===== src/rtl/writeback_unit.sv =====
// Writeback stage: merges ALU results and in-order load responses onto a
// single register-file write port, tracking outstanding load destinations.
module writeback_unit #(
  parameter int unsigned LQ_DEPTH = 4
) (
  input  logic        clk,
  input  logic        rst,
  input  logic        ex_valid,
  output logic        ex_ready,
  input  logic        ex_is_load,
  input  logic [4:0]  ex_rd,
  input  logic [31:0] ex_data,
  input  logic [2:0]  ex_funct3,
  input  logic [1:0]  ex_addr_lo,
  input  logic        mem_rvalid,
  input  logic [31:0] mem_rdata,
  output logic        rw_en,
  output logic [4:0]  rw_dest,
  output logic [31:0] rw_data,
  output logic [31:0] pending,
  output logic        lq_err
);

  localparam int unsigned PTR_W = $clog2(LQ_DEPTH);
  localparam int unsigned CNT_W = PTR_W + 1;

  logic [PTR_W-1:0] head, tail;
  logic [CNT_W-1:0] count;
  logic [4:0]       lq_rd [LQ_DEPTH];
  logic [2:0]       lq_f3 [LQ_DEPTH];
  logic [1:0]       lq_lo [LQ_DEPTH];

  logic        accept, push, pop, orphan, alu_wr;
  logic [4:0]  head_rd;
  logic [31:0] load_data;
  logic [31:0] pending_next;
  logic [7:0]  sel_byte;
  logic [15:0] sel_half;

  // Handshake: stall on RAW against a queued load, full queue, or port conflict
  always_comb begin
    ex_ready = 1'b1;
    if (pending[ex_rd] && (ex_rd != 5'd0)) begin
      ex_ready = 1'b0;
    end else if (ex_is_load) begin
      if (count == CNT_W'(LQ_DEPTH)) ex_ready = 1'b0;
    end else if (mem_rvalid) begin
      ex_ready = 1'b0;
    end
  end

  // Transfer qualifiers
  always_comb begin
    accept  = ex_valid & ex_ready;
    push    = accept & ex_is_load;
    alu_wr  = accept & ~ex_is_load;
    pop     = mem_rvalid & (count != '0);
    orphan  = mem_rvalid & (count == '0);
    head_rd = lq_rd[head];
  end

  // Load data alignment and extension for the queue head
  always_comb begin
    sel_byte  = 8'h00;
    sel_half  = lq_lo[head][1] ? mem_rdata[31:16] : mem_rdata[15:0];
    case (lq_lo[head])
      2'd0:    sel_byte = mem_rdata[7:0];
      2'd1:    sel_byte = mem_rdata[15:8];
      2'd2:    sel_byte = mem_rdata[23:16];
      default: sel_byte = mem_rdata[31:24];
    endcase
    case (lq_f3[head])
      3'b000:  load_data = {{24{sel_byte[7]}}, sel_byte};
      3'b001:  load_data = {{16{sel_half[15]}}, sel_half};
      3'b100:  load_data = {24'h0, sel_byte};
      3'b101:  load_data = {16'h0, sel_half};
      default: load_data = mem_rdata;
    endcase
  end

  // Scoreboard update: retire the popped head, then mark the newly queued load
  always_comb begin
    pending_next = pending;
    if (pop) pending_next[head_rd] = 1'b0;
    if (push && (ex_rd != 5'd0)) pending_next[ex_rd] = 1'b1;
  end

  // Control state, scoreboard and write port
  always_ff @(posedge clk or negedge rst) begin
    if (!rst) begin
      head    <= '0;
      tail    <= '0;
      count   <= '0;
      pending <= '0;
      lq_err  <= 1'b0;
      rw_en   <= 1'b0;
      rw_dest <= '0;
      rw_data <= '0;
    end else begin
      head    <= head + PTR_W'(pop);
      tail    <= tail + PTR_W'(push);
      count   <= count + CNT_W'(push) - CNT_W'(pop);
      pending <= pending_next;
      lq_err  <= lq_err | orphan;
      rw_en   <= 1'b0;
      if (pop) begin
        if (head_rd != 5'd0) begin
          rw_en   <= 1'b1;
          rw_dest <= head_rd;
          rw_data <= load_data;
        end
      end else if (alu_wr && (ex_rd != 5'd0)) begin
        rw_en   <= 1'b1;
        rw_dest <= ex_rd;
        rw_data <= ex_data;
      end
    end
  end

  // Load queue payload storage; validity is tracked by count
  always_ff @(posedge clk) begin
    if (push) begin
      lq_rd[tail] <= ex_rd;
      lq_f3[tail] <= ex_funct3;
      lq_lo[tail] <= ex_addr_lo;
    end
  end

endmodule


===== config.mk =====
export PLATFORM = sky130hd
export DESIGN_NAME = writeback_unit
export DESIGN_NICKNAME = d
export VERILOG_FILES = /design/src/rtl/writeback_unit.sv
export SDC_FILE = /design/constraint.sdc
export NUM_CORES = 1
export LEC_CHECK = 0
export CELL_PAD_IN_SITES_DETAIL_PLACEMENT = 0
export CELL_PAD_IN_SITES_GLOBAL_PLACEMENT = 1
export CORE_MARGIN = 1
export CORE_UTILIZATION = 39
export DETAILED_ROUTE_END_ITERATION = 10
export HOLD_SLACK_MARGIN = 0.03
export PLACE_DENSITY = 0.79
export SLEW_MARGIN = 20
export SYNTH_ARGS = -nofsm -noshare
export SYNTH_HDL_FRONTEND = slang
export SYNTH_SLANG_ARGS = --single-unit

===== constraint.sdc =====
create_clock -name clk -period 3.4 [get_ports clk]
set_clock_uncertainty 0.1 [all_clocks]
set_input_delay 0.85 -clock clk [delete_from_list [all_inputs] [get_ports clk]]
set_output_delay 0.85 -clock clk [all_outputs]
set_load 0.05 [all_outputs]

==> summary.txt, run 1 <==
Setup path
  • Stages on worst setup path: 10
  • Critical Path RT: roughly 2500 ps
  • Worst setup path startpoint: ex_rd[3]
  • WP buf/inv: 5
  • CP dominant cell by count: buf_4
  • Worst R2R Setup Slack: 340 ps
  • Critical Path Max Stage Delay: around 400 ps
  • Worst setup SP type: primary input
  • Critical Path AT: about 2400 ps
  • Crit end category: output pin
  • Worst Reg-to-Reg Cells: 7
  • Reg2Reg Launch Point: head[1]
  • Setup crit end: ex_ready
  • Critical path's slowest cell: or3b_4
  • Setup CP Type: primary input to output pin
  • R2R Path End: rw_data[21]
  • CP top delay family: buffers and inverters
  • Cells along the critical path: buf_2 > buf_6 > buf_4 > or3b_4 > o22ai_2 > nor3_2 > o211ai_2 > buf_4 > a21oi_4 > buf_12
  • Crit path max fanout: 8

Min path
  • Hold Path Class: primary input to asynchronous set/reset pin

Floorplan
  • Total core area: approximately 15000 sq um
  • Die Wd: between 100 and 150 um
  • # rows: 44
  • DIE HEIGHT: approximately 130 um
  • Initial Utilization: 0.405
  • Top-level port count: 151
  • Die ar.: roughly 16000 sq um

STA
  • # setup viols final: 0
  • Unrepaired setup endpoints after global routing: yes
  • Hold Vio Cnt, Final: 0
  • Hold slack: approximately 280 ps
  • Rel. slew slack: 0.570
  • Fmax: 297 MHz
  • Setup TNS: 0 ps
  • Final period util: 0.990
  • Crit path time final: around 3400 ps
  • Final slew viol count: 0
  • Least-Margin Pin Slew: 644 ps

Detailed routing
  • Top Metal Used: met4
  • Initial DRT Pass Iterations: 7
  • Met3 wire length: approximately 1400 um
  • Final WL: 18300 um
  • Routed wl met2: 8900 um
  • Remaining antenna violation count after routing: 0
  • Wl on met1: 7730 um
  • Drc violations: 20
  • Initial DRC count: between 300 and 400
  • Via Count: 5040
  • DR WL/cell: slightly above 20 um
  • Vias per cell: around 5.6

Clocking
  • Root Buffer: clkbuf_16
  • CTS tree: built
  • CTS Buf Count: 17
  • CTS H-tree lvls: 4
  • Clock transition at path regs: about 50 ps
  • Clk sinks: 118
  • Clk_lat worst skew: between 400 and 500 ps
  • Hold buffers post-CTS: 0
  • Clock tree buffer depth: 2

Yosys
  • Avg Cell Area, Syn: roughly 12 sq um
  • Share of the synthesized area in the top cell type: 0.328
  • Dominant cell type by area after synthesis: dfrtp_1
  • Top cells by count, synth: o21ai_0 (89), dfrtp_1 (78), edfxtp_1 (40)
  • Async S/R FF share, synth: 0.661
  • Yosys warning count: 0
  • Seq/Total Area, Yosys: 0.530
  • Post-synth EDFFs: 40
  • Synth Register Bits: between 100 and 150
  • Post-Syn Instances: 507
  • Top post-synthesis cells by area: dfrtp_1 (33%), edfxtp_1 (20%), o21ai_0 (7.5%)
  • Syn Nets: 591
  • Synth cell types: 46
  • Count leader, synth: o21ai_0
  • Most frequently used flop master after synthesis: dfrtp_1
  • Cell area after synthesis: 5950 sq um

Global route
  • First-pass GRT wire length: 28500 um
  • Vias in the first global route: slightly above 5000
  • Initial antenna violation count: 0
  • Remaining global-route overflow: 0
  • All-Layer GR Usage: 0.238
  • Largest net degree at the start of global routing: 79

Power and ir drop
  • Leak: about 3.5 nW
  • Power Dens Cells: roughly 1000 nW/um^2
  • Combinational power share: 0.519
  • Peak supply drop: between 0.4 and 0.5 mV
  • Int Power: between 0.004 and 0.005 W
  • Net Sw Frac: 0.439
  • Sw Pwr: around 0.0038 W
  • Total power: ~0.0087 W
  • Sequential share of power: 0.272
  • Clk pwr share: 0.210

Cells and area
  • Fillers: around 1200
  • Antenna diode instance count: 0
  • Area Overhead vs Synth: 45.6%
  • Total Nets Final: approximately 800
  • Layout cell share with drive strength beyond 1: 0.237
  • Fin area: slightly below 9000 sq um

Run status
  • Run status: finished, violations left
  • Failing checks: design-rule violations

Job
  • Max cap viols: 0

Placement
  • PortBufs: 150
  • Post-detail-place hpwl: 13000 um
  • Global placement routability congestion: slightly below 0.9
  • Placed Area: around 8000 sq um
-- state kept, by name, summed over array words and instances (netlist names) --
| register | cells |
|---|---|
| lq_lo | 8 |
| lq_f3 | 12 |
| rw_en | 1 |
| pending | 32 |
| rw_dest | 5 |
| lq_rd | 20 |
| count | 3 |
| lq_err | 1 |
| head | 2 |
| tail | 2 |
| rw_data | 32 |
-- how the worst min path moves through the flow --
stage	start	to	slack [ps]	cells past startpoint
floorplan	count[2]	count[2]	370	1
global placement	lq_err	lq_err	350	1
detailed placement	lq_err	lq_err	350	1
CTS	lq_err	lq_err	380	1
global route	rst	rw_data[21]	300	1
finish	rst	rw_data[21]	280	1
-- repair_timing --
action,CTS,global route
endpoints found under the hold margin,0,0
setup endpoints to repair,3,7
gates resized for setup,26,5
pin swaps,4,4
gates cloned,0,0
buffers inserted,3,2
-- cell usage in the layout (no fill, tap or decap), drive strengths merged, types with 9 or more instances in the layout --
cell type	netlist	final
buf	15	65
or3	12	12
nor2	12	12
clkbuf	15	17
mux2	46	46
dfrtp	78	78
clkdlybuf4s50	0	143
nand2	21	21
nor3	9	9
inv	13	15
edfxtp	40	40
o21ai	89	89
mux4	9	9
a21oi	36	36
o22ai	26	26
mux2i	29	29
-- routing by layer --
| layer | GRT usage | vias up |
|---|---|---|
| li1 | - | 2316 |
| met1 | 0.314 | 2474 |
| met2 | 0.382 | 227 |
| met3 | 0.0569 | 23 |
| met4 | 0.0846 | 0 |
| met5 | 0 | - |
-- area by class of cell --
class / instances / area, sq um / area share
timing repair buffer: 209 / 1970 / 0.227
sequential: 118 / 3150 / 0.364
clock buffer: 17 / 425 / 0.0491
tap: 184 / 230 / 0.0266
clock inverter: 15 / 179 / 0.0206
multi-input combinational: 346 / 2660 / 0.307
inverter: 13 / 48.8 / 0.00563
-- per-stage QoR --
step                      setup slack (ps)  std cells  utilization
after floorplan                       15.5        507            -
after global placement                -587        864        0.542
after detailed placement              -679        864        0.542
after CTS                             3.00        899        0.586
after global routing                 -37.6        902        0.590
final                                 33.5        902        0.590
-- power groups by stage --
stage	clock, W	combinational (W)	sequential, W
6_report	0.00182	0.00452	0.00236
5_1_grt	0.00192	0.00476	0.00242
4_1_cts	0.00185	0.00451	0.00236
3_5_place_dp	0	0.00447	0.00238
3_3_place_gp	0	0.00442	0.00237
2_1_floorplan	0	0.00169	0.00361
-- cells by family (layout without fill, tap and decap cells) --
family                   after synthesis  after routing  share of synthesized area
multiplexers                          84             84                      0.179
AO/OA/AOI/OAI                        165            165                      0.158
adder cells (fa/ha/maj)                5              5                     0.0118
XOR/XNOR                               4              4                    0.00588
AND/OR/NAND/NOR                       88             88                     0.0786
flip-flops                           118            118                      0.530
buffers and inverters                 43            254                     0.0372
Note: power is estimated with default switching activity, not from simulation.
==> inputs of run 2 (changes only) <==
--- a/config.mk
+++ b/config.mk
@@ -5,13 +5,15 @@
 export SDC_FILE = /design/constraint.sdc
 export NUM_CORES = 1
 export LEC_CHECK = 0
+export ABC_CLOCK_PERIOD_IN_PS = 3400
 export CELL_PAD_IN_SITES_DETAIL_PLACEMENT = 0
 export CELL_PAD_IN_SITES_GLOBAL_PLACEMENT = 1
 export CORE_MARGIN = 1
-export CORE_UTILIZATION = 39
+export CORE_UTILIZATION = 40
 export DETAILED_ROUTE_END_ITERATION = 10
+export DONT_BUFFER_PORTS = 1
 export HOLD_SLACK_MARGIN = 0.03
-export PLACE_DENSITY = 0.79
+export PLACE_DENSITY = 0.64
 export SLEW_MARGIN = 20
 export SYNTH_ARGS = -nofsm -noshare
 export SYNTH_HDL_FRONTEND = slang
==> run 2 against run 1 <==
Net effect: the flow now finishes without violations; cell count fell by 19%; register-to-register slack got worse by 120 ps; fmax rose by 5.5%; largest cell class unchanged; largest power group is now registers; highest routed layer unchanged.
==> summary.txt, run 2 (synthesis gave the netlist of run 1 again) <==
Clocking
  • CTS Buf Count: 17 (unchanged)
  • Post-CTS setup buffer count: 0 (was 3)
  • Clk_lat worst skew: 410 ps (was 420 ps)
  • Clock transition at path regs: 60 ps (was 50 ps)
  • Hold buffers post-CTS: 1 (was 0)
  • CTS H-tree lvls: 4 (unchanged)
  • Root Buffer: clkbuf_16 (unchanged)
  • CTS tree: built (unchanged)
  • Post_cts resized: 0 (was 26)
  • Clk sinks: 118 (unchanged)
  • Clock tree buffer depth: 2 (unchanged)

Cells and area
  • Reg area: 3150 sq um (about the same)
  • Commonest non-fill, non-tap cells in the layout: o21ai_0 (89), dfrtp_1 (78), edfxtp_1 (40), buf_4 (40), a21oi_1 (35) (was clkdlybuf4s50_1 (143), o21ai_0 (89), dfrtp_1 (77))
  • Fin area: 6940 sq um (was 8670 sq um)
  • Antenna diode instance count: 0 (unchanged)
  • Area Overhead vs Synth: 16.6% (was 45.6%)
  • Most common cell after layout, fill and taps aside: o21ai_0 (was clkdlybuf4s50_1)
  • Largest regs: pending x32, rw_data x32, lq_rd x20 (unchanged)
  • Area of the multi-input gates: 2610 sq um (was 2660 sq um)
  • Total Nets Final: 622 (was 789)
  • Layout cell share with drive strength beyond 1: 0.249 (was 0.237)
  • Finished Layout Cells: 735 (was 902)
  • Fillers: 1344 (was 1165)

Floorplan
  • Die Wd: 124 um (was 126 um)
  • Top-level port count: 151 (unchanged)
  • Total core area: 14500 sq um (was 14700 sq um)
  • Initial Utilization: 0.410 (was 0.405)
  • DIE HEIGHT: 124 um (was 126 um)
  • Die ar.: 15400 sq um (was 15800 sq um)
  • # rows: 44 (unchanged)

Placement
  • # placed instances: 702 (was 864)
  • Global placement routability congestion: 0.857 (was 0.888)
  • Post-detail-place hpwl: 12100 um (was 13000 um)
  • PortBufs: 0 (was 150)
  • Placed Area: 6350 sq um (was 7960 sq um)

Power and ir drop
  • Clk pwr share: 0.217 (was 0.210)
  • Leak: 2.77 nW (was 3.46 nW)
  • Int Power: 0.00407 W (was 0.00488 W)
  • Peak supply drop: 0.484 mV (was 0.477 mV)
  • Net Sw Frac: 0.474 (was 0.439)
  • Combinational power share: 0.338 (was 0.519)
  • Sw Pwr: 0.00366 W (was 0.00383 W)
  • Power Dens Cells: 1110 nW/um^2 (was 1000 nW/um^2)
  • Sequential share of power: 0.444 (was 0.272)

STA
  • Crit path time final: 3190 ps (was 3370 ps)
  • Rel. slew slack: 0.517 (was 0.570)
  • Hold Vio Cnt, Final: 0 (unchanged)
  • Final slew viol count: 0 (unchanged)
  • Final period util: 0.938 (was 0.990)
  • # setup viols final: 0 (unchanged)
  • Setup TNS: 0 ps (unchanged)
  • Fmax: 313 MHz (was 297 MHz)
  • Unrepaired setup endpoints after global routing: no (was yes)
  • Least-Margin Pin Slew: 722 ps (was 644 ps)

Detailed routing
  • Remaining antenna violation count after routing: 0 (unchanged)
  • Initial DRC count: 266 (was 359)
  • Final WL: 17100 um (was 18300 um)
  • Vias per cell: 5.93 (was 5.59)
  • Drc violations: 0 (was 20)
  • Initial DRT Pass Iterations: 5 (was 7)
  • DR WL/cell: 23.3 um (was 20.3 um)
  • Via Count: 4358 (was 5040)

Setup path
  • Critical Path AT: 2240 ps (was 2420 ps)
  • Reg2Reg Launch Point: head[0] (was head[1])
  • Worst setup SP type: flop (was primary input)
  • Critical Path RT: 2450 ps (about the same)
  • Setup CP Type: flop to output pin (was primary input to output pin)
  • Crit path max fanout: 4 (was 8)
  • Worst setup path startpoint: pending[18] (was ex_rd[3])
  • Crit end category: output pin (unchanged)

Job
  • Max cap viols: 0 (unchanged)

Global route
  • All-Layer GR Usage: 0.228 (was 0.238)
  • First-pass GRT wire length: 25300 um (was 28500 um)
  • Vias in the first global route: 4434 (was 5139)
  • Initial antenna violation count: 0 (unchanged)
  • Remaining global-route overflow: 0 (unchanged)
  • Largest net degree at the start of global routing: 79 (unchanged)

Min path
  • Hold Path Class: primary input to asynchronous set/reset pin (unchanged)

Run status
  • Run status: completed (was finished, violations left)
-- run 2: cell count changes in the layout (fill, tap and decap cells not counted), moves of 3 or more --
cell             change
buf_12               -3
buf_2                -4
buf_4               -16
clkdlybuf4s50_1    -143
o22ai_1              +4
o22ai_2              -4
-- run 2: layout make-up --
class	instances	area share
Tap cell	184	0.0332
Sequential cell	118	0.454
Inverter	13	0.00703
Clock inverter	15	0.0186
Multi-Input combinational cell	346	0.376
Timing Repair Buffer	42	0.0501
Clock buffer	17	0.0613
-- run 2: final timing paths --
path / slack, ps / cells after the start / to
min in group clk: 410 / 1 / count[2]
max in group asynchronous: 2620 / 1 / tail[1]
worst max-delay path: 210 / 6 / ex_ready
worst min register to register: 410 / 1 / count[2]
worst min-delay path: 220 / 1 / rw_data[6]
worst max register to register: 220 / 8 / rw_data[16]
-- run 2: worst max-delay path: stages, from the launching register on --
cell and delay [ps]:
dfrtp_1 570, mux2i_1 290, o22ai_1 110, a21oi_1 280
o211ai_2 200, a21oi_2 170, buf_4 210
-- run 2: power groups by stage --
stage	Sequential, W	Clock, W	Combinational, W
3_3_place_gp	0.00347	0	0.00256
5_1_grt	0.00351	0.00178	0.00286
4_1_cts	0.00345	0.00172	0.00263
3_5_place_dp	0.00347	0	0.00260
6_report	0.00344	0.00168	0.00262
2_1_floorplan	0.00361	0	0.00169
-- run 2: routing by layer --
| layer | track usage | routed length [um] | part of all wire | vias to the layer above |
|---|---|---|---|---|
| met4 | 0.103 | 391 | 0.023 | 0 |
| met5 | 0 | 0 | 0 | - |
| met2 | 0.373 | 8240 | 0.48 | 196 |
| li1 | - | - | - | 1989 |
| met3 | 0.0852 | 1910 | 0.11 | 31 |
| met1 | 0.265 | 6590 | 0.38 | 2142 |
-- run 2: through the flow --
stage / hold slack (ps) / worst slack, ps / utilization / total power, W
finish: 218 / 209 / 0.478 / 0.00773
global route: 232 / 28.1 / 0.478 / 0.00815
CTS: 239 / 192 / 0.477 / 0.00779
detailed placement: 403 / 13.2 / 0.437 / 0.00607
global placement: 389 / 85.9 / 0.437 / 0.00603
floorplan: 368 / 15.5 / - / 0.00529
